===== config.mk =====
export PLATFORM = sky130hd
export DESIGN_NAME = latent_noise_source_q15
export DESIGN_NICKNAME = d
export VERILOG_FILES = /design/src/rtl/noise_pkg.sv /design/src/rtl/lfsr_galois_step16.sv /design/src/rtl/latent_noise_source_q15.sv
export SDC_FILE = /design/constraint.sdc
export NUM_CORES = 1
export LEC_CHECK = 0
export CAP_MARGIN = 30
export CORE_ASPECT_RATIO = 1.5
export CORE_MARGIN = 4
export CORE_UTILIZATION = 44
export CTS_CLUSTER_DIAMETER = 100
export CTS_CLUSTER_SIZE = 28
export DETAILED_ROUTE_END_ITERATION = 8
export PLACE_DENSITY = 0.81
export SYNTH_ARGS = -nofsm -noshare
export SYNTH_HDL_FRONTEND = slang
export SYNTH_SLANG_ARGS = --single-unit

===== constraint.sdc =====
create_clock -name clk -period 3.8 [get_ports clk]
set_input_delay 0.76 -clock clk [delete_from_list [all_inputs] [get_ports clk]]
set_output_delay 0.76 -clock clk [all_outputs]
set_load 0.005 [all_outputs]

===== src/rtl/noise_pkg.sv =====
// Shared constants, FSM encoding and seed helper for the latent noise source.
package noise_pkg;

    localparam logic [15:0] Q15_ONE_M    = 16'h7FFF;
    localparam logic [15:0] Q15_MIN      = 16'h8000;
    localparam logic [15:0] Q15_MIN_SYM  = 16'h8001;
    localparam logic [31:0] TAPS_DEFAULT = 32'h80200003;
    localparam logic [31:0] SEED_DEFAULT = 32'hACE12468;

    typedef enum logic [1:0] {
        IDLE  = 2'd0,
        GEN0  = 2'd1,
        GEN1  = 2'd2,
        VALID = 2'd3
    } state_t;

    // A zero seed would lock the LFSR, so it is replaced by the fallback.
    function automatic logic [31:0] seed_or_default(input logic [31:0] seed,
                                                    input logic [31:0] fallback);
        return (seed == 32'h0000_0000) ? fallback : seed;
    endfunction

endpackage


===== src/rtl/lfsr_galois_step16.sv =====
// Sixteen Galois LFSR steps unrolled into one combinational evaluation.
module lfsr_galois_step16
    import noise_pkg::*;
#(
    parameter logic [31:0] TAPS = TAPS_DEFAULT
) (
    input  logic [31:0] lfsr,
    output logic [31:0] next
);

    logic [31:0] s_s;

    // Unrolled shift-and-xor chain
    always_comb begin
        s_s = lfsr;
        for (int i = 0; i < 16; i++) begin
            if (s_s[0]) begin
                s_s = (s_s >> 1) ^ TAPS;
            end else begin
                s_s = s_s >> 1;
            end
        end
        next = s_s;
    end

endmodule


===== src/rtl/latent_noise_source_q15.sv =====
// Latent-vector source: two LFSR draws form one Q1.15 pair, handed off over valid/ready.
module latent_noise_source_q15
    import noise_pkg::*;
#(
    parameter int          LFSR_W       = 32,
    parameter logic [31:0] TAPS         = TAPS_DEFAULT,
    parameter logic [31:0] DEFAULT_SEED = SEED_DEFAULT,
    parameter int          SCALE_SHIFT  = 0,
    parameter bit          SYMMETRIC    = 1'b1
) (
    input  logic        clk,
    input  logic        rst,
    input  logic        enable,
    input  logic        seed_load,
    input  logic [31:0] seed_in,
    input  logic        noise_ready,
    output logic        noise_valid,
    output logic [15:0] noise_0,
    output logic [15:0] noise_1,
    output logic [15:0] pair_count
);

    state_t             state_r;
    state_t             state_next_s;
    logic [LFSR_W-1:0]  lfsr_r;
    logic [31:0]        lfsr_next_s;
    logic [15:0]        raw_s;
    logic signed [15:0] sample_s;
    logic [15:0]        pair_count_r;
    logic               advance_s;
    logic               cap0_s;
    logic               cap1_s;
    logic               xfer_s;

    lfsr_galois_step16 #(.TAPS(TAPS)) u_step (
        .lfsr (lfsr_r),
        .next (lfsr_next_s)
    );

    // Map the low half of the next LFSR state to a scaled Q1.15 sample
    always_comb begin
        if (SYMMETRIC && (lfsr_next_s[15:0] == Q15_MIN)) begin
            raw_s = Q15_MIN_SYM;
        end else begin
            raw_s = lfsr_next_s[15:0];
        end
        sample_s = $signed(raw_s) >>> SCALE_SHIFT;
    end

    // Next-state and datapath strobes
    always_comb begin
        state_next_s = state_r;
        advance_s    = 1'b0;
        cap0_s       = 1'b0;
        cap1_s       = 1'b0;
        xfer_s       = 1'b0;
        case (state_r)
            IDLE: begin
                if (enable) begin
                    state_next_s = GEN0;
                end else begin
                    state_next_s = IDLE;
                end
            end
            GEN0: begin
                advance_s    = 1'b1;
                cap0_s       = 1'b1;
                state_next_s = GEN1;
            end
            GEN1: begin
                advance_s    = 1'b1;
                cap1_s       = 1'b1;
                state_next_s = VALID;
            end
            VALID: begin
                if (noise_ready) begin
                    xfer_s       = 1'b1;
                    state_next_s = enable ? GEN0 : IDLE;
                end else begin
                    state_next_s = VALID;
                end
            end
            default: begin
                state_next_s = IDLE;
            end
        endcase
    end

    // State, LFSR and registered outputs; seed_load restarts and drops any pending pair
    always_ff @(posedge clk) begin
        if (rst) begin
            state_r      <= IDLE;
            lfsr_r       <= DEFAULT_SEED;
            noise_valid  <= 1'b0;
            noise_0      <= 16'h0000;
            noise_1      <= 16'h0000;
            pair_count_r <= 16'h0000;
        end else if (seed_load) begin
            state_r      <= IDLE;
            lfsr_r       <= seed_or_default(seed_in, DEFAULT_SEED);
            noise_valid  <= 1'b0;
            pair_count_r <= 16'h0000;
        end else begin
            state_r      <= state_next_s;
            noise_valid  <= (state_next_s == VALID);
            pair_count_r <= pair_count_r + (xfer_s ? 16'd1 : 16'd0);
            if (advance_s) begin
                lfsr_r <= lfsr_next_s;
            end
            if (cap0_s) begin
                noise_0 <= sample_s;
            end
            if (cap1_s) begin
                noise_1 <= sample_s;
            end
        end
    end

    assign pair_count = pair_count_r;

endmodule


==> results.md, run 1 <==
- Synthesized-area fraction occupied by and/or/nand/nor cells: a little under a fifth
- Post-synth top flop: dfxtp_1
- Final setup fails: 0
- Io pins: 86
- Leakage: roughly 0.0020 uW
- Ys Warns: 0
- Syn Inst Count: ~490
- Skew final: 5.332 ps
- Top-area cell type share of the netlist area: 39.02%
- Leading area contributor after synthesis: dfxtp_1
- Sequential element share of the synthesized area: 39.02%
- Clk_lat worst skew: approximately 340 ps
- Initial Util: between 40% and 50%
- Syn nets: roughly 530
- Clk slew on worst S/H paths: around 60 ps
- Final Util: between 50% and 60%
- Hpwl dp: 9263 um
- DR pass1 iterations: 5
- Outcome: finished, final reports clean
- Tmin final: roughly 2700 ps
- FP Rows: 43
- EDFF count, synth: 0
- Synth Area in Adders: 1.763%
- Cts repair resizes: 0
- Tot GR Track Use: about 22%
- Met3 usage: around 4.6%
- Number of clock sinks: between 80 and 90
- Max Clock Freq: 368.5 MHz
- Post-CTS setup buffers: 0
- Initial antenna violation count: 0
- Core area: around 9400 sq um
- Unrepaired setup endpoints after global routing: false
- First-pass GRT wire length: roughly 19,000 um
- CP required: around 4000 ps
- Root buf cell: clkbuf_16
- Non-Filler Instances: 679
- Element type at the critical path end: flop
- Fin nets: ~610
- Gr ovfl total: 0
- DRT antenna net count: 0
- Area Overhead vs Synth: 27.98%
- Synth Register Bits: 83
- Worst vdd ir: 276.8 uV
- Share of cells above drive strength 1: under 10%
- CP Launch Type: flop
- Pwr Total: roughly 2700 uW
- # diodes: 0
- CTS buffer count: 9
- Port Buffers: between 80 and 90
- H-tree depth: 3
- Max FO, Critical Path: 4
- Maximum Capacitance Violations: 0
- Cell with the most instances after synthesis: dfxtp_1
- Synth top cells by count: 83 x dfxtp_1, 61 x nand2_1, 61 x nor2_1
- Die height: between 100 and 150 um
- TNS Setup: 0 ps
- Max-slew headroom: between 30 and 40%
- CTS tree: yes
- Hold Fails Final Rpt: 0
- Residual DRC count: 0
- Avg WL per Cell: about 18 um
- GPL Wtd Cong: 0.9496
- Routed vias/inst: 5.564
- Via count: 3,778
- Async S/R FF share, synth: 0%
- Clock Tree Buf Depth: 2
- Hold_buf cts: 0
- Most Used Layer, Global Route: met2
- Largest family of logic cells by synthesized area: XOR/XNOR gates
- Met2 GRT Util: between 30% and 40%
- Power Dens Cells: 488.1 nW/um^2
- DRT iter0 DRCs: 240
- Synth area leaders: dfxtp_1 39%, xnor2_1 8.2%, a21oi_1 6.1%
- Vias in the first global route: ~3,700
- Post-synthesis mux area share: 0.2645%
- Largest net degree at the start of global routing: 42
- M1 GR Usage: between 20% and 30%
- Min-delay worst type: flop to flop
- DP Cell Count: approximately 660
- Final WL: 11,980 um
- CP Class: flop to flop
- Die Area: ~11,000 sq um
- Die Width: 88.32 um
- Worst-margin pin slew: 979.7 ps
- Xor/xnor cell area share of the yosys netlist: roughly 20%
- Compound-Gate Fraction of Synth Area: between 15 and 20%
- Avg Inst Size Synth: slightly below 9 sq um
- Synth unique cells: 46
- Final Max Slew Viols: 0
- Arr. time, crit path: 2970 ps
- Post-Syn Area: between 4000 and 5000 sq um
- Final Cycle Share: between 70% and 80%
[stage by stage]
step	setup slack, ps	area, sq um	hold WS (ps)
final	1086	5449	456.5
after CTS	1094	5449	458.6
after global routing	1005	5449	475.2
after detailed placement	979.7	5164	453.3
after floorplan	1442	4258	440.8
after global placement	986.5	5164	445.1
[final timing paths]
path | start | end | slack (ps) | cells past startpoint
min reg2reg | noise_1[4] | noise_1[4] | 460 | 2
max | lfsr_r[4] | noise_0[0] | 1090 | 6
min | noise_1[4] | noise_1[4] | 460 | 2
max reg2reg | lfsr_r[4] | noise_0[0] | 1090 | 6
[placed cells by master (no fill, tap or decap), types with 3 or more instances in the layout]
cell type,n
and2_1,3
buf_4,8
a211oi_1,17
inv_1,8
nor2_1,61
o22ai_1,6
a211oi_2,3
clkdlybuf4s50_1,84
nand2b_1,6
nor2b_1,3
nand2_1,61
nand3_1,5
xnor2_1,40
a21oi_1,52
clkinvlp_4,3
dfxtp_1,83
nor3_1,11
or3_1,3
a21o_1,7
and3_1,3
xor2_1,17
clkbuf_16,9
o21ai_0,17
xnor3_1,7
nand4_1,7
ha_1,6
a2bb2oi_1,3
nor4_1,9
[worst max-delay path, stage by stage (launching register included)]
cell and delay [ps]:
dfxtp_1 340, xnor2_1 730, xnor3_4 410, o2111ai_1 120
or4_1 550, nand4bb_4 230, a211oi_2 230
[sequential cells by signal, indices dropped and copies added (netlist names)]
| register | count |
|---|---|
| state_r | 2 |
| lfsr_r | 32 |
| noise_valid | 1 |
| noise_1 | 16 |
| pair_count | 16 |
| noise_0 | 16 |
[cell type report]
class                   count  area (sq um)
fillers                   825          3913
clock inverters             4         52.55
multi-input cells         368          2426
clock buffers              11         232.7
inverters                   8         30.03
well taps                 112         140.1
repair buffers             93         905.9
flip-flops and latches     83          1662
[logic make-up after synthesis]
logic type      count (synthesis)
simple gates                  177
compound gates                112
flops                          83
xor+xnor                       72
buf+inv                        40
fa+ha+maj                       6
mux                             1
[power by group]
part	total [uW]	switching, uW	internal, uW
registers	957	47.3	910
logic	853	459	394
clock network	849	344	505
[routing by layer]
metal / wire length [um] / up-vias / share of wire, %
met5: 0 / - / 0
met4: 470 / 0 / 3.9
met3: 698 / 31 / 5.8
met2: 6345 / 149 / 53
met1: 4467 / 1783 / 37
li1: - / 1815 / -
(Power assumes the default switching activity.)
==> run 2, diff against run 1 <==
Clock period 3.8 ns to 2.65 ns, I/O delays scaled along.
==> run 2 against run 1 <==
Against the previous run: sequential power increased by 43%; die area unchanged; highest routed layer unchanged; first-iteration DRC count is 8.8% lower; global-route usage grew 0.23 points; clock-buffer cell count rose by 1; hold slack about the same; combinational power up 49%; register-to-register slack got worse by 890 ps; cell count rose by 1.2%; routed wire length increased by 1.6%; design area is 2.6% higher; setup slack worse by 890 ps.
==> results.md, run 2 (synthesis gave the netlist of run 1 again) <==
- Most Used Layer, Global Route: met2
- CTS buffer count: 9 (unchanged)
- Largest Register: lfsr_r
- Commonest non-fill, non-tap cell in the layout: clkdlybuf4s50_1
- Die Width: 88.32 um (unchanged)
- Hpwl dp: 9301 um (+0.41%)
- Skew final: 6.365 ps (+1.033 ps)
- Clock Tree Buf Depth: 2 (unchanged)
- CTS tree: yes
- Unrepaired setup endpoints after global routing: false
- DR pass1 iterations: 4 (-1)
- Register share of total power: 34.2% (-1.8 points)
- FP Rows: 43 (unchanged)
- Clk pwr share: 34.2% (+2.3 points)
- Gr ovfl total: 0 (unchanged)
- Power Dens Cells: 716.9 nW/um^2 (+47%)
- Largest net degree at the start of global routing: 45 (+7.1%)
- Core area: 9361 sq um (unchanged)
- Non-Filler Instances: 687 (+1.2%)
- Residual DRC count: 0 (unchanged)
- Clk slew on worst S/H paths: 60 ps (about the same)
- P_int: 2780 uW (+54%)
- Met3 usage: 3.908% (-0.70 points)
- H-tree depth: 3 (unchanged)
- Root buf cell: clkbuf_16
- CP required: 2900 ps (-1160 ps)
- Number of clock sinks: 83 (unchanged)
- Met2 GRT Util: 39.00% (-0.088 points)
- Final Util: 59.72% (+1.5 points)
- Leakage: 0.002053 uW (+4.3%)
- Initial Util: 45.48% (unchanged)
- Switch Pwr: 1228 uW (+44%)
- GPL Wtd Cong: 0.9072 (-4.5%)
- Via count: 3,891 (+3.0%)
- Max FO, Critical Path: 6 (+2)
- DRT antenna net count: 0 (unchanged)
- Die Area: 11,350 sq um (unchanged)
- Hold Fails Final Rpt: 0 (unchanged)
- Worst vdd ir: 474.1 uV (+71%)
- Hold path start: noise_1[3]
- Share of cells above drive strength 1: 8.174% (+1.8 points)
- M1 GR Usage: 24.79% (+0.18 points)
- Outcome: finished, final reports clean
- Min-delay worst type: flop to flop
- Worst-margin pin slew: 927.2 ps (-52.49 ps)
- CP Class: flop to flop
- Crit. Startpoint: lfsr_r[2]
- Max Clock Freq: 408.0 MHz (+11%)
- Vias in the first global route: 3,974 (+6.1%)
- Tmin final: 2451 ps (-263.2 ps)
- DP Cell Count: 669 (+0.75%)
- Avg WL per Cell: 17.72 um (+0.40%)
- Gate power share: 31.6% (-0.5 points)
- Fin nets: 613 (+1.2%)
- Port Buffers: 85 (unchanged)
- Die height: 128.5 um (unchanged)
- Initial antenna violation count: 0 (unchanged)
- Commonest non-fill, non-tap cells in the layout: 84 x clkdlybuf4s50_1, 82 x dfxtp_1, 61 x nand2_1, 61 x nor2_1, 52 x a21oi_1
- Final Cycle Share: 92.48% (+21 points)
- Routed vias/inst: 5.664 (+1.8%)
- # diodes: 0 (unchanged)
- Max-slew headroom: 37.96% (+3.4 points)
- Clk_lat worst skew: 340 ps (about the same)
- Final Max Slew Viols: 0 (unchanged)
- Final setup fails: 0 (unchanged)
- Max reg flops: 32 (unchanged)
- CP Launch Type: flop
- Reg-to-reg startpoint: lfsr_r[2]
- First-pass GRT wire length: 19,440 um (+1.3%)
- Maximum Capacitance Violations: 0 (unchanged)
- Sw frac: 30.64% (-1.3 points)
- Element type at the critical path end: flop
- Io pins: 86 (unchanged)
- Final WL: 12,170 um (+1.6%)
- Area Overhead vs Synth: 31.30%
- DRT iter0 DRCs: 219 (-8.8%)
- Tot GR Track Use: 22.20% (+0.23 points)
- Arr. time, crit path: 2710 ps (-260 ps)
==> run 2: cell count changes in the layout (fill, tap and decap cells not counted), sizes merged <==
cell      before  now
buf            9   16
bufinv         1    2
clkbuf        11   12
clkinv         0    1
clkinvlp       3    1
==> run 2: critical path, stage by stage, from the launching register on <==
cell and delay [ps]:
dfxtp_1 400, xnor2_4 370, xnor3_2 620, xnor3_1 500
a21o_1 260, a211oi_2 210
==> run 2: worst paths after layout <==
check	end	slack (ps)	cells past startpoint
max	lfsr_r[1]	200	5
min	noise_1[3]	460	2
max reg2reg	lfsr_r[1]	200	5
min reg2reg	noise_1[3]	460	2
==> run 2: per-stage QoR <==
step | setup WS (ps) | TNS (ps) | power (uW) | area [sq um] | hold WS, ps
2_1_floorplan | 291.5 | 0 | 2255 | 4258 | 440.8
3_3_place_gp | 10.21 | 0 | 2616 | 5226 | 447.4
3_5_place_dp | -22.41 | -26.38 | 2625 | 5226 | 448.8
4_1_cts | 39.92 | 0 | 4006 | 5582 | 457.2
5_1_grt | 111.8 | 0 | 4150 | 5590 | 473.4
6_report | 199.3 | 0 | 4008 | 5590 | 456.3
==> run 2: routing by layer <==
layer / part of all wire, % / vias to the layer above
met5: 0 / -
met4: 4.6 / 0
met3: 6.9 / 38
met2: 51 / 184
met1: 37 / 1827
li1: - / 1842
==> run 2: layout make-up <==
type                            count  area (sq um)
Multi-Input combinational cell    368          2445
Timing Repair Buffer              100         983.4
Clock inverter                      4         72.57
Tap cell                          112         140.1
Sequential cell                    83          1663
Clock buffer                       12         256.5
Inverter                            8         30.03
Fill cell                         813          3771
==> run 2: timing repair <==
action,in CTS,in global routing
resized for setup,1,2
pin swaps,1,0
endpoints found under the setup margin,3,3
hold buffers,0,0
setup buffers,2,0
==> run 2: power groups by stage <==
| stage | logic, uW | registers [uW] | clock network, uW |
|---|---|---|---|
| finish | 1270 | 1370 | 1370 |
| global route | 1340 | 1370 | 1430 |
| CTS | 1250 | 1370 | 1380 |
| detailed placement | 1230 | 1390 | 0 |
| global placement | 1220 | 1390 | 0 |
| floorplan | 884 | 1370 | 0 |
==> run 3, diff against run 2 <==
Settings changed: CORE_MARGIN 4 to unset.
==> run 3 against run 2 <==
Against the previous run: critical path depth rose by 1; critical endpoint is now noise_0[0]; clock-buffer cell count fell by 3; design area rose by 0.56%; first-iteration DRC count rose by 27%; power rose by 3.3%; register-to-register slack got worse by 120 ps; clock skew rose by 1.9 ps; highest routed layer unchanged; die area fell by 11%; hold slack improved by 0.87 ps; via count fell by 1.3%; routed wire length rose by 0.87%.
==> results.md, run 3 (synthesis gave the netlist of run 1 again) <==
- Via count: 3,841 (-1.3%)
- Leakage: 0.002066 uW (+0.64%)
- DRT iter0 DRCs: 278 (+27%)
- Skew final: 8.233 ps (+1.867 ps)
- Avg WL per Cell: 17.85 um (+0.72%)
- Unrepaired setup endpoints after global routing: false
- H-tree depth: 3 (unchanged)
- CP Class: flop to flop
- Power Dens Cells: 736.5 nW/um^2 (+2.7%)
- Tmin final: 2570 ps (+119.7 ps)
- Clk slew on worst S/H paths: 60 ps (about the same)
- Area Overhead vs Synth: 32.03%
- Max reg flops: 32 (unchanged)
- CP Launch Type: flop
- Number of clock sinks: 83 (unchanged)
- Non-Filler Instances: 688 (+0.15%)
- Die Area: 10,080 sq um (-11%)
- Max-slew headroom: 34.52% (-3.4 points)
- Port Buffers: 85 (unchanged)
- Largest Register: lfsr_r
- Commonest non-fill, non-tap cell in the layout: clkdlybuf4s50_1
- Hold Fails Final Rpt: 0 (unchanged)
- GPL Wtd Cong: 1.001 (+10%)
- Initial Util: 45.75% (+0.26 points)
- Fin nets: 614 (+0.16%)
- Final Cycle Share: 97.00% (+4.5 points)
- DRT antenna net count: 0 (unchanged)
- Routed vias/inst: 5.583 (-1.4%)
- Initial antenna violation count: 0 (unchanged)
- Root buf cell: clkbuf_16
- Share of cells above drive strength 1: 8.507% (+0.33 points)
- Max FO, Critical Path: 6 (unchanged)
- CTS tree: yes
- DP Cell Count: 672 (+0.45%)
- Worst-margin pin slew: 980.2 ps (+52.92 ps)
- First-pass GRT wire length: 19,520 um (+0.43%)
- Min-delay worst type: flop to flop
- Final setup fails: 0 (unchanged)
- Residual DRC count: 0 (unchanged)
- Commonest non-fill, non-tap cells in the layout: 84 x clkdlybuf4s50_1, 82 x dfxtp_1, 61 x nand2_1, 61 x nor2_1, 52 x a21oi_1
- Cts repair resizes: 0 (-1)
- DR pass1 iterations: 6 (+2)
- FP Rows: 43 (unchanged)
- Clk_lat worst skew: 340 ps (about the same)
- Core area: 9308 sq um (-0.57%)
- Worst vdd ir: 463.2 uV (-2.3%)
- # diodes: 0 (unchanged)
- Final Util: 60.40% (+0.68 points)
- Clock Tree Buf Depth: 2 (unchanged)
- Element type at the critical path end: flop
- Die height: 122.5 um (-4.7%)
- Gr ovfl total: 0 (unchanged)
- Largest net degree at the start of global routing: 45 (unchanged)
- Tot GR Track Use: 26.23% (+4.0 points)
- CTS buffer count: 9 (unchanged)
- Hpwl dp: 9291 um (-0.11%)
- Arr. time, crit path: 2830 ps (+120 ps)
- Hold_buf cts: 0 (unchanged)
- TNS Setup: 0 ps (unchanged)
- Max Clock Freq: 389.0 MHz (-4.7%)
- Final Max Slew Viols: 0 (unchanged)
- Die Width: 82.32 um (-6.8%)
- Final WL: 12,280 um (+0.87%)
- Outcome: finished, final reports clean
- Vias in the first global route: 3,871 (-2.6%)
- Maximum Capacitance Violations: 0 (unchanged)
- CP required: 2910 ps (about the same)
- Io pins: 86 (unchanged)
- Post-CTS setup buffers: 0 (-2)
[run 3: changes by cell type in the layout (fill, tap and decap cells not counted)]
cell        delta
bufinv_16      +2
buf_4          +2
buf_12         -1
clkbuf_8       -2
clkinvlp_4     +1
clkbuf_1       -1
[run 3: final timing paths]
kind	start	endpoint	cells after the start	slack, ps
setup / recovery	lfsr_r[1]	noise_0[0]	6	80
hold / removal	noise_0[14]	noise_0[14]	2	460
setup reg to reg	lfsr_r[1]	noise_0[0]	6	80
hold reg to reg	noise_0[14]	noise_0[14]	2	460
[run 3: area by class of cell]
type | instances | area [sq um]
clock inverter | 7 | 140.1
timing repair buffer | 101 | 978.4
clock buffer | 9 | 225.2
multi-input combinational | 368 | 2445
sequential | 83 | 1663
fill | 784 | 3686
tap | 112 | 140.1
inverter | 8 | 30.03
[run 3: metal layers]
metal / up-vias / part of all wire (%) / routed length, um / track usage (%)
li1: 1838 / - / - / -
met1: 1797 / 37 / 4553 / 28.19
met2: 170 / 52 / 6373 / 46.07
met3: 36 / 6.4 / 780 / 5.576
met4: 0 / 4.7 / 571 / 15.13
met5: - / 0 / 0 / 0
[run 3: critical path, stage by stage (launching register included)]
cell       delay, ps
dfxtp_2          390
xnor2_4          320
xor3_2           500
xnor2_1          240
or4_1            580
nand4bb_4        230
a211oi_2         220
[run 3: stage by stage]
| stage | power (uW) | cell area, sq um | hold slack, ps | setup slack [ps] |
|---|---|---|---|---|
| after floorplan | 2255 | 4258 | 440.8 | 291.5 |
| after global placement | 2599 | 5236 | 443.9 | 55.42 |
| after detailed placement | 2611 | 5236 | 446.1 | 38.23 |
| after CTS | 4135 | 5602 | 457.5 | 20.21 |
| after global routing | 4283 | 5622 | 480.3 | 4.396 |
| final | 4140 | 5622 | 457.1 | 79.57 |
[run 3: where the power goes]
part           total (uW)  switching (uW)  internal (uW)
clock                1520             508           1010
sequential           1370            64.4           1300
combinational        1250             657            593
